===== src/rtl/fft16_vector_sequencer.sv =====
// rtl/fft16_vector_sequencer.sv - 16-point FFT buffer and sequencer driving a 4-lane vector unit
//
// Loads 16 complex samples, runs four column ops (with twiddles) and four
// row ops (without), then unloads the result in transposed order.
//
// Ports:
//   clk, rst                      clock, asynchronous active-high reset
//   ifft                          direction, captured with sample 0
//   in_valid/in_ready, in_real/in_imag      sample load handshake and data
//   out_valid/out_ready, out_real/out_imag  result unload handshake and data
//   vec_start, vec_control        op request pulse, {ifft, apply_twiddle}
//   vec_input_*, vec_twiddle_*    registered operand and twiddle vectors
//   vec_output_*, vec_done        result vector and completion pulse
//   tw_addr, tw_real/tw_imag      twiddle table row select and row data
//   busy                          high whenever not loading
module fft16_vector_sequencer #(
    parameter int formatWidth = 9
) (
    input  logic                       clk,
    input  logic                       rst,
    input  logic                       ifft,
    input  logic                       in_valid,
    output logic                       in_ready,
    input  logic [formatWidth-1:0]     in_real,
    input  logic [formatWidth-1:0]     in_imag,
    output logic                       out_valid,
    input  logic                       out_ready,
    output logic [formatWidth-1:0]     out_real,
    output logic [formatWidth-1:0]     out_imag,
    output logic                       vec_start,
    output logic [1:0]                 vec_control,
    output logic [formatWidth*4-1:0]   vec_input_real,
    output logic [formatWidth*4-1:0]   vec_input_imag,
    output logic [formatWidth*4-1:0]   vec_twiddle_real,
    output logic [formatWidth*4-1:0]   vec_twiddle_imag,
    input  logic [formatWidth*4-1:0]   vec_output_real,
    input  logic [formatWidth*4-1:0]   vec_output_imag,
    input  logic                       vec_done,
    output logic [1:0]                 tw_addr,
    input  logic [formatWidth*4-1:0]   tw_real,
    input  logic [formatWidth*4-1:0]   tw_imag,
    output logic                       busy
);

    localparam int FW = formatWidth;

    typedef enum logic [2:0] {
        ST_LOAD,
        ST_S1_ISSUE,
        ST_S1_WAIT,
        ST_S2_ISSUE,
        ST_S2_WAIT,
        ST_UNLOAD
    } state_t;

    state_t state, state_nxt;

    logic [3:0] n_q;
    logic [3:0] m_q;
    logic [1:0] j_q;
    logic       ifft_q;

    logic [FW-1:0] mem_re [16];
    logic [FW-1:0] mem_im [16];

    logic          in_accept, out_accept;
    logic          done_s1, done_s2, wr_en;
    logic          issue_load, nxt_s2;
    logic [1:0]    nxt_j;
    logic [3:0]    wr_idx [4];
    logic [3:0]    rd_idx [4];
    logic [FW-1:0] op_re [4];
    logic [FW-1:0] op_im [4];
    logic [FW*4-1:0] op_pack_re, op_pack_im;

    assign in_ready   = (state == ST_LOAD) && !rst;
    assign out_valid  = (state == ST_UNLOAD);
    assign busy       = (state != ST_LOAD);
    assign in_accept  = in_valid && in_ready;
    assign out_accept = out_valid && out_ready;

    assign done_s1 = (state == ST_S1_WAIT) && vec_done;
    assign done_s2 = (state == ST_S2_WAIT) && vec_done;
    assign wr_en   = done_s1 || done_s2;

    // The next op's operands are captured on the same edge that enters the
    // ISSUE state, so they are valid for the whole ISSUE cycle.
    assign issue_load = (in_accept && (n_q == 4'd15)) ||
                        (wr_en && !(done_s2 && (j_q == 2'd3)));
    assign nxt_s2 = done_s2 || (done_s1 && (j_q == 2'd3));
    assign nxt_j  = wr_en ? (j_q + 2'd1) : 2'd0;

    // Unload order is the transpose of the buffer: index 4*(m%4)+m/4.
    assign out_real = mem_re[{m_q[1:0], m_q[3:2]}];
    assign out_imag = mem_im[{m_q[1:0], m_q[3:2]}];

    // Column ops touch mem[j+4*i], row ops touch mem[4*j+i].
    always_comb begin
        for (int i = 0; i < 4; i++) begin
            wr_idx[i] = done_s2 ? {j_q, 2'(i)} : {2'(i), j_q};
            rd_idx[i] = nxt_s2 ? {nxt_j, 2'(i)} : {2'(i), nxt_j};
        end
    end

    // The last column op writes mem[3] while the first row op reads it, so
    // operands forward from the result vector being written this cycle.
    always_comb begin
        op_pack_re = '0;
        op_pack_im = '0;
        for (int i = 0; i < 4; i++) begin
            op_re[i] = mem_re[rd_idx[i]];
            op_im[i] = mem_im[rd_idx[i]];
            for (int k = 0; k < 4; k++) begin
                if (wr_en && (wr_idx[k] == rd_idx[i])) begin
                    op_re[i] = vec_output_real[k*FW +: FW];
                    op_im[i] = vec_output_imag[k*FW +: FW];
                end
            end
            op_pack_re[i*FW +: FW] = op_re[i];
            op_pack_im[i*FW +: FW] = op_im[i];
        end
    end

    // The row select leads by one cycle on an issue edge so that the
    // combinational table row is ready to be captured with the operands.
    always_comb begin
        tw_addr = 2'd0;
        if (issue_load) begin
            tw_addr = nxt_s2 ? 2'd0 : nxt_j;
        end else if ((state == ST_S1_ISSUE) || (state == ST_S1_WAIT)) begin
            tw_addr = j_q;
        end
    end

    always_comb begin
        state_nxt = state;
        case (state)
            ST_LOAD:     if (in_accept && (n_q == 4'd15)) state_nxt = ST_S1_ISSUE;
            ST_S1_ISSUE: state_nxt = ST_S1_WAIT;
            ST_S1_WAIT:  if (vec_done) state_nxt = (j_q == 2'd3) ? ST_S2_ISSUE : ST_S1_ISSUE;
            ST_S2_ISSUE: state_nxt = ST_S2_WAIT;
            ST_S2_WAIT:  if (vec_done) state_nxt = (j_q == 2'd3) ? ST_UNLOAD : ST_S2_ISSUE;
            ST_UNLOAD:   if (out_accept && (m_q == 4'd15)) state_nxt = ST_LOAD;
            default:     state_nxt = ST_LOAD;
        endcase
    end

    always_ff @(posedge clk or posedge rst) begin
        if (rst) begin
            state            <= ST_LOAD;
            n_q              <= 4'd0;
            m_q              <= 4'd0;
            j_q              <= 2'd0;
            ifft_q           <= 1'b0;
            vec_start        <= 1'b0;
            vec_control      <= 2'd0;
            vec_input_real   <= '0;
            vec_input_imag   <= '0;
            vec_twiddle_real <= '0;
            vec_twiddle_imag <= '0;
        end else begin
            state     <= state_nxt;
            vec_start <= issue_load;
            if (in_accept) begin
                n_q <= n_q + 4'd1;
                if (n_q == 4'd0) begin
                    ifft_q <= ifft;
                end
            end
            if (wr_en) begin
                j_q <= nxt_j;
            end
            if (out_accept) begin
                m_q <= m_q + 4'd1;
            end
            if (issue_load) begin
                vec_control      <= {ifft_q, !nxt_s2};
                vec_input_real   <= op_pack_re;
                vec_input_imag   <= op_pack_im;
                vec_twiddle_real <= tw_real;
                vec_twiddle_imag <= tw_imag;
            end
        end
    end

    always_ff @(posedge clk) begin
        if (in_accept) begin
            mem_re[n_q] <= in_real;
            mem_im[n_q] <= in_imag;
        end
        if (wr_en) begin
            for (int k = 0; k < 4; k++) begin
                mem_re[wr_idx[k]] <= vec_output_real[k*FW +: FW];
                mem_im[wr_idx[k]] <= vec_output_imag[k*FW +: FW];
            end
        end
    end

endmodule


===== config.mk =====
export PLATFORM = sky130hd
export DESIGN_NAME = fft16_vector_sequencer
export DESIGN_NICKNAME = d
export VERILOG_FILES = /design/src/rtl/fft16_vector_sequencer.sv
export SDC_FILE = /design/constraint.sdc
export NUM_CORES = 1
export LEC_CHECK = 0
export BUFFER_PORTS_ARGS = -buffer_cell sky130_fd_sc_hd__buf_2
export CELL_PAD_IN_SITES_DETAIL_PLACEMENT = 1
export CELL_PAD_IN_SITES_GLOBAL_PLACEMENT = 1
export CORE_MARGIN = 3
export CORE_UTILIZATION = 43
export CTS_CLUSTER_SIZE = 25
export DETAILED_ROUTE_END_ITERATION = 12
export GPL_TIMING_DRIVEN = 1
export HOLD_SLACK_MARGIN = 0.15
export PLACE_DENSITY_LB_ADDON = 0.1
export SYNTH_ARGS = -nofsm -noshare
export SYNTH_HDL_FRONTEND = slang
export SYNTH_SLANG_ARGS = --single-unit

===== constraint.sdc =====
create_clock -name clk -period 6.1 [get_ports clk]
set_input_delay 1.22 -clock clk [delete_from_list [all_inputs] [get_ports clk]]
set_output_delay 1.22 -clock clk [all_outputs]
set_load 0.03 [all_outputs]

==> summary.md <==
| Metric | Value |
|---|---|
| Compound-Gate Fraction of Synth Area | `16.8%` |
| Xor/xnor cell area share of the yosys netlist | `0.227%` |
| Initial antenna violation count | `1` |
| Count of final hold-check violations | `0` |
| Number of cells upsized or downsized after cts | `0` |
| Max-slew headroom | `roughly a fifth` |
| Leading cell type in the layout, fill and taps excluded | `sky130_fd_sc_hd__nand2_1` |
| Final critical-path required period | `4.84 ns` |
| Ratio of cells with drive above 1 in the final layout | `between 10% and 20%` |
| Critical Path RT | `between 4 and 5 ns` |
| Top fanout value on the critical path | `60` |
| Crit path launch type | `register` |
| Crit-path max cell delay | `around 0.76 ns` |
| Final setup fails | `0` |
| Register-to-register setup slack | `1.88 ns` |
| Half-perimeter wire length after placement | `91.6 mm` |
| Share of the yosys chip area belonging to registers | `47.0%` |
| Clk buf depth | `3` |
| Total Wirelength | `123 mm` |
| Iteration-0 DRC count of the detailed router | `between 4000 and 5000` |
| Post-synthesis register bit count | `449` |
| Share of cell area taken by muxes after synthesis | `approximately 11%` |
| Part of the total power dissipated in the clock network | `18.6%` |
| Clock tree from TritonCTS | `built` |
| Design Power | `0.0162 W` |
| Post-detailed-route DRC marker count | `0` |
| Internal cell power | `0.00850 W` |
| Drt pass-1 iters | `6` |
| Largest family of logic cells by synthesized area | `simple AND/OR/NAND/NOR gates` |
| Die Height | `257 µm` |
| Result of the run | `finished clean` |
| Clock latency at the later pin of the worst-skew pair | `0.63 ns` |
| Core Footprint | `61900 µm²` |
| Commonest cells after routing, fill and taps aside | `729 x sky130_fd_sc_hd__nand2_1, 353 x sky130_fd_sc_hd__nor2_1, 337 x sky130_fd_sc_hd__buf_2, 288 x sky130_fd_sc_hd__edfxtp_1, 231 x sky130_fd_sc_hd__a21oi_1` |
| Pin count of the biggest net entering global routing | `93` |
| Total Negative Setup Slacks | `0 ns` |
| Achievable clock frequency | `207 MHz` |
| Critical path, cell by cell | `nand2b_1 > nor2_1 > o21ai_0 > and2_4 > o21ai_0 > o31ai_1 > buf_2` |
| Number of levels the H-tree was split into | `2` |
| # Max-Cap Violations | `0` |
| Number of flops mapped to enable cells by yosys | `288` |
| # hold bufs at CTS | `0` |
| Launch point of the worst reg-to-reg path | `state[2]$_DFFE_PP0P_` |
| Master of the slowest instance on the critical path | `sky130_fd_sc_hd__dfrtp_1` |
| Period utilisation layout | `79.3%` |
| Sw Ratio | `between 40% and 50%` |
| Clock Sink Count | `449` |
| Starting density of the core | `roughly 44%` |
| Adder and majority gate portion of the synthesized area | `less than 1%` |
| Average footprint of a synthesized cell | `about 9 µm²` |
| Synth warnings | `0` |
| Path class of the lowest-slack min-delay path | `register to register` |
| Synth Flop Type | `sky130_fd_sc_hd__edfxtp_1` |
| Total routing resource utilization after global routing | `about 36%` |
| Final routed wire length divided by cell count | `30.2 µm` |
| Via count of the first global-routing pass | `approximately 26000` |
| Data arrival time of the critical path | `~3.6 ns` |
| Antenna viol nets, final | `0` |
| Die Footprint | `65800 µm²` |
| Clock transition at the register clock pins on the worst setup and hold paths after CTS | `around 0.06 ns` |
| Count of cell types in the netlist | `69` |
| Final worst clock skew | `approximately 0.033 ns` |
| Util after Layout | `50.2%` |
| FF-to-FF End | `vec_input_real[14]$_DFFE_PP0P_` |
| Critical Path Sink Type | `primary output` |
| Netlist Area Pre-Place | `27000 µm²` |
| Net total in the final layout | `3394` |
| Number of slew-limit violations in the final report | `0` |
| Transition at the pin with the smallest max-transition slack | `roughly 1.2 ns` |
| Capturing instance or port of the critical path | `tw_addr[1]` |
| Cell count after synthesis | `about 3000` |
| Die extent in x | `roughly 260 µm` |
| Number of top-level pins | `approximately 340` |
| Critical path launch point | `state[1]$_DFFE_PP0P_` |
| IO buf count | `337` |
| Cell chosen for the clock root | `sky130_fd_sc_hd__clkbuf_16` |
| Via density | `6.49` |
| WS Path Type | `register to primary output` |
| Worst vdd ir | `0.246 mV` |
| Pleak | `between 10 and 15 nW` |
| CTS Buf Count | `51` |
| Cells on worst reg2reg path | `8` |
| Unrepaired setup endpoints after global routing | `false` |
| FP Rows | `91` |
| Total via count in the routed design | `approximately 27000` |
| Power share of the combinational group | `48.3%` |
| Synth async-reset ratio | `35.9%` |
| Final global-route overflow total | `0` |
| Basic-gate share of the synthesized area counting and, or, nand and nor cells | `20.5%` |
| Placer Congestion | `1.03` |
| Sequential share of power | `33.2%` |
| Layout-stage area growth over the synthesis result | `15.1%` |
| Switching power total | `0.00774 W` |
| Most frequent cell on the critical path | `sky130_fd_sc_hd__o21ai_0` |
| Wire length of the first global-routing pass | `179 mm` |
| Power per cell area | `523 nW/µm²` |
| Post-CTS setup buffer count | `0` |
| Nets in the synthesized netlist | `around 3200` |
[cell families after synthesis]
group,after synthesis
AOI/OAI and AO/OA,759
xor gates and xnor gates,7
adders and majority gates,6
buffers and inverters,273
DFF,449
muxes,175
and+or+nand+nor,1329
[sequential cells by signal (all words and copies together), names as in the netlist]
name	count
n_q	4
j_q	2
mem_re	144
mem_im	144
vec_input_real	36
ifft_q	1
state	3
vec_control	2
vec_start	1
vec_input_imag	36
vec_twiddle_real	36
m_q	4
vec_twiddle_imag	36
[cells in the mapped netlist, types with 11 or more instances]
master	n	area share (%)
sky130_fd_sc_hd__o211ai_1	15	0.42
sky130_fd_sc_hd__o221ai_1	19	0.62
sky130_fd_sc_hd__nor2_1	354	4.9
sky130_fd_sc_hd__nand3_1	91	1.7
sky130_fd_sc_hd__mux2i_1	65	2.4
sky130_fd_sc_hd__a21oi_1	231	4.3
sky130_fd_sc_hd__nand2_1	733	10
sky130_fd_sc_hd__buf_2	50	0.93
sky130_fd_sc_hd__buf_4	11	0.31
sky130_fd_sc_hd__o21a_1	60	1.7
sky130_fd_sc_hd__nand4_1	17	0.39
sky130_fd_sc_hd__and3_1	54	1.3
sky130_fd_sc_hd__edfxtp_1	288	32
sky130_fd_sc_hd__nor3_1	18	0.33
sky130_fd_sc_hd__o22ai_1	13	0.30
sky130_fd_sc_hd__clkbuf_1	156	2.2
sky130_fd_sc_hd__o21ai_0	179	3.3
sky130_fd_sc_hd__dfrtp_1	161	15
sky130_fd_sc_hd__inv_1	25	0.35
sky130_fd_sc_hd__a31oi_1	79	1.8
sky130_fd_sc_hd__mux2_2	13	0.54
sky130_fd_sc_hd__mux4_2	92	7.7
sky130_fd_sc_hd__buf_1	24	0.33
sky130_fd_sc_hd__a211oi_1	62	1.7
sky130_fd_sc_hd__o21ai_1	46	0.85
[how the worst min path moves through the flow]
stage | startpoint | endpoint | slack, ns | depth (start not counted)
after floorplan | ifft_q$_DFFE_PP0P_ | vec_control[1]$_DFFE_PP0P_ | 0.44 | 2
after global placement | vec_twiddle_real[19]$_DFFE_PP0P_ | vec_twiddle_real[19]$_DFFE_PP0P_ | 0.44 | 2
after detailed placement | vec_twiddle_imag[1]$_DFFE_PP0P_ | vec_twiddle_imag[1]$_DFFE_PP0P_ | 0.45 | 2
after CTS | vec_twiddle_imag[4]$_DFFE_PP0P_ | vec_twiddle_imag[4]$_DFFE_PP0P_ | 0.46 | 2
after global routing | vec_twiddle_imag[1]$_DFFE_PP0P_ | vec_twiddle_imag[1]$_DFFE_PP0P_ | 0.49 | 2
final | vec_twiddle_imag[4]$_DFFE_PP0P_ | vec_twiddle_imag[4]$_DFFE_PP0P_ | 0.46 | 2
[critical path, delay by kind of cell, from the launching register on]
| kind | cells | cell delay (ns) |
|---|---|---|
| DFF | 1 | 0.76 |
| AOI/OAI and AO/OA | 3 | 0.69 |
| buffers and inverters | 1 | 0.24 |
| and+or+nand+nor | 3 | 1.30 |
[cell type report]
| cell class | instances | area (µm²) |
|---|---|---|
| antenna | 1 | 2.50 |
| clock buffer | 70 | 1420 |
| clock inverter | 17 | 174 |
| fill | 7291 | 30900 |
| inverter | 26 | 105 |
| multi-input combinational | 2276 | 13300 |
| sequential | 449 | 12700 |
| tap | 837 | 1050 |
| timing repair buffer | 416 | 2340 |
[metrics by stage]
stage,instance area [µm²],setup WS (ns),hold slack (ns),instances
after floorplan,27000,0.532,0.441,2998
after CTS,31100,1.26,0.463,4091
final,31100,1.26,0.462,4092
after detailed placement,29500,1.56,0.451,4004
after global routing,31100,0.854,0.486,4092
after global placement,29500,1.67,0.445,4004
[routing by layer]
metal	global-route usage [%]	share of wire, %	vias to the layer above
li1	-	-	11200
met1	57.9	45	13400
met2	47.7	39	1864
met3	12.8	15	125
met4	6.19	1.5	0
met5	0	0	-
[power groups by stage]
stage | registers, W | clock network (W) | logic (W)
finish | 0.00539 | 0.00302 | 0.00784
global route | 0.00543 | 0.00315 | 0.00833
CTS | 0.00531 | 0.00304 | 0.00770
detailed placement | 0.00536 | 0 | 0.00767
global placement | 0.00533 | 0 | 0.00744
floorplan | 0.00573 | 0 | 0.00429
Power figures use the tool's default switching activity.
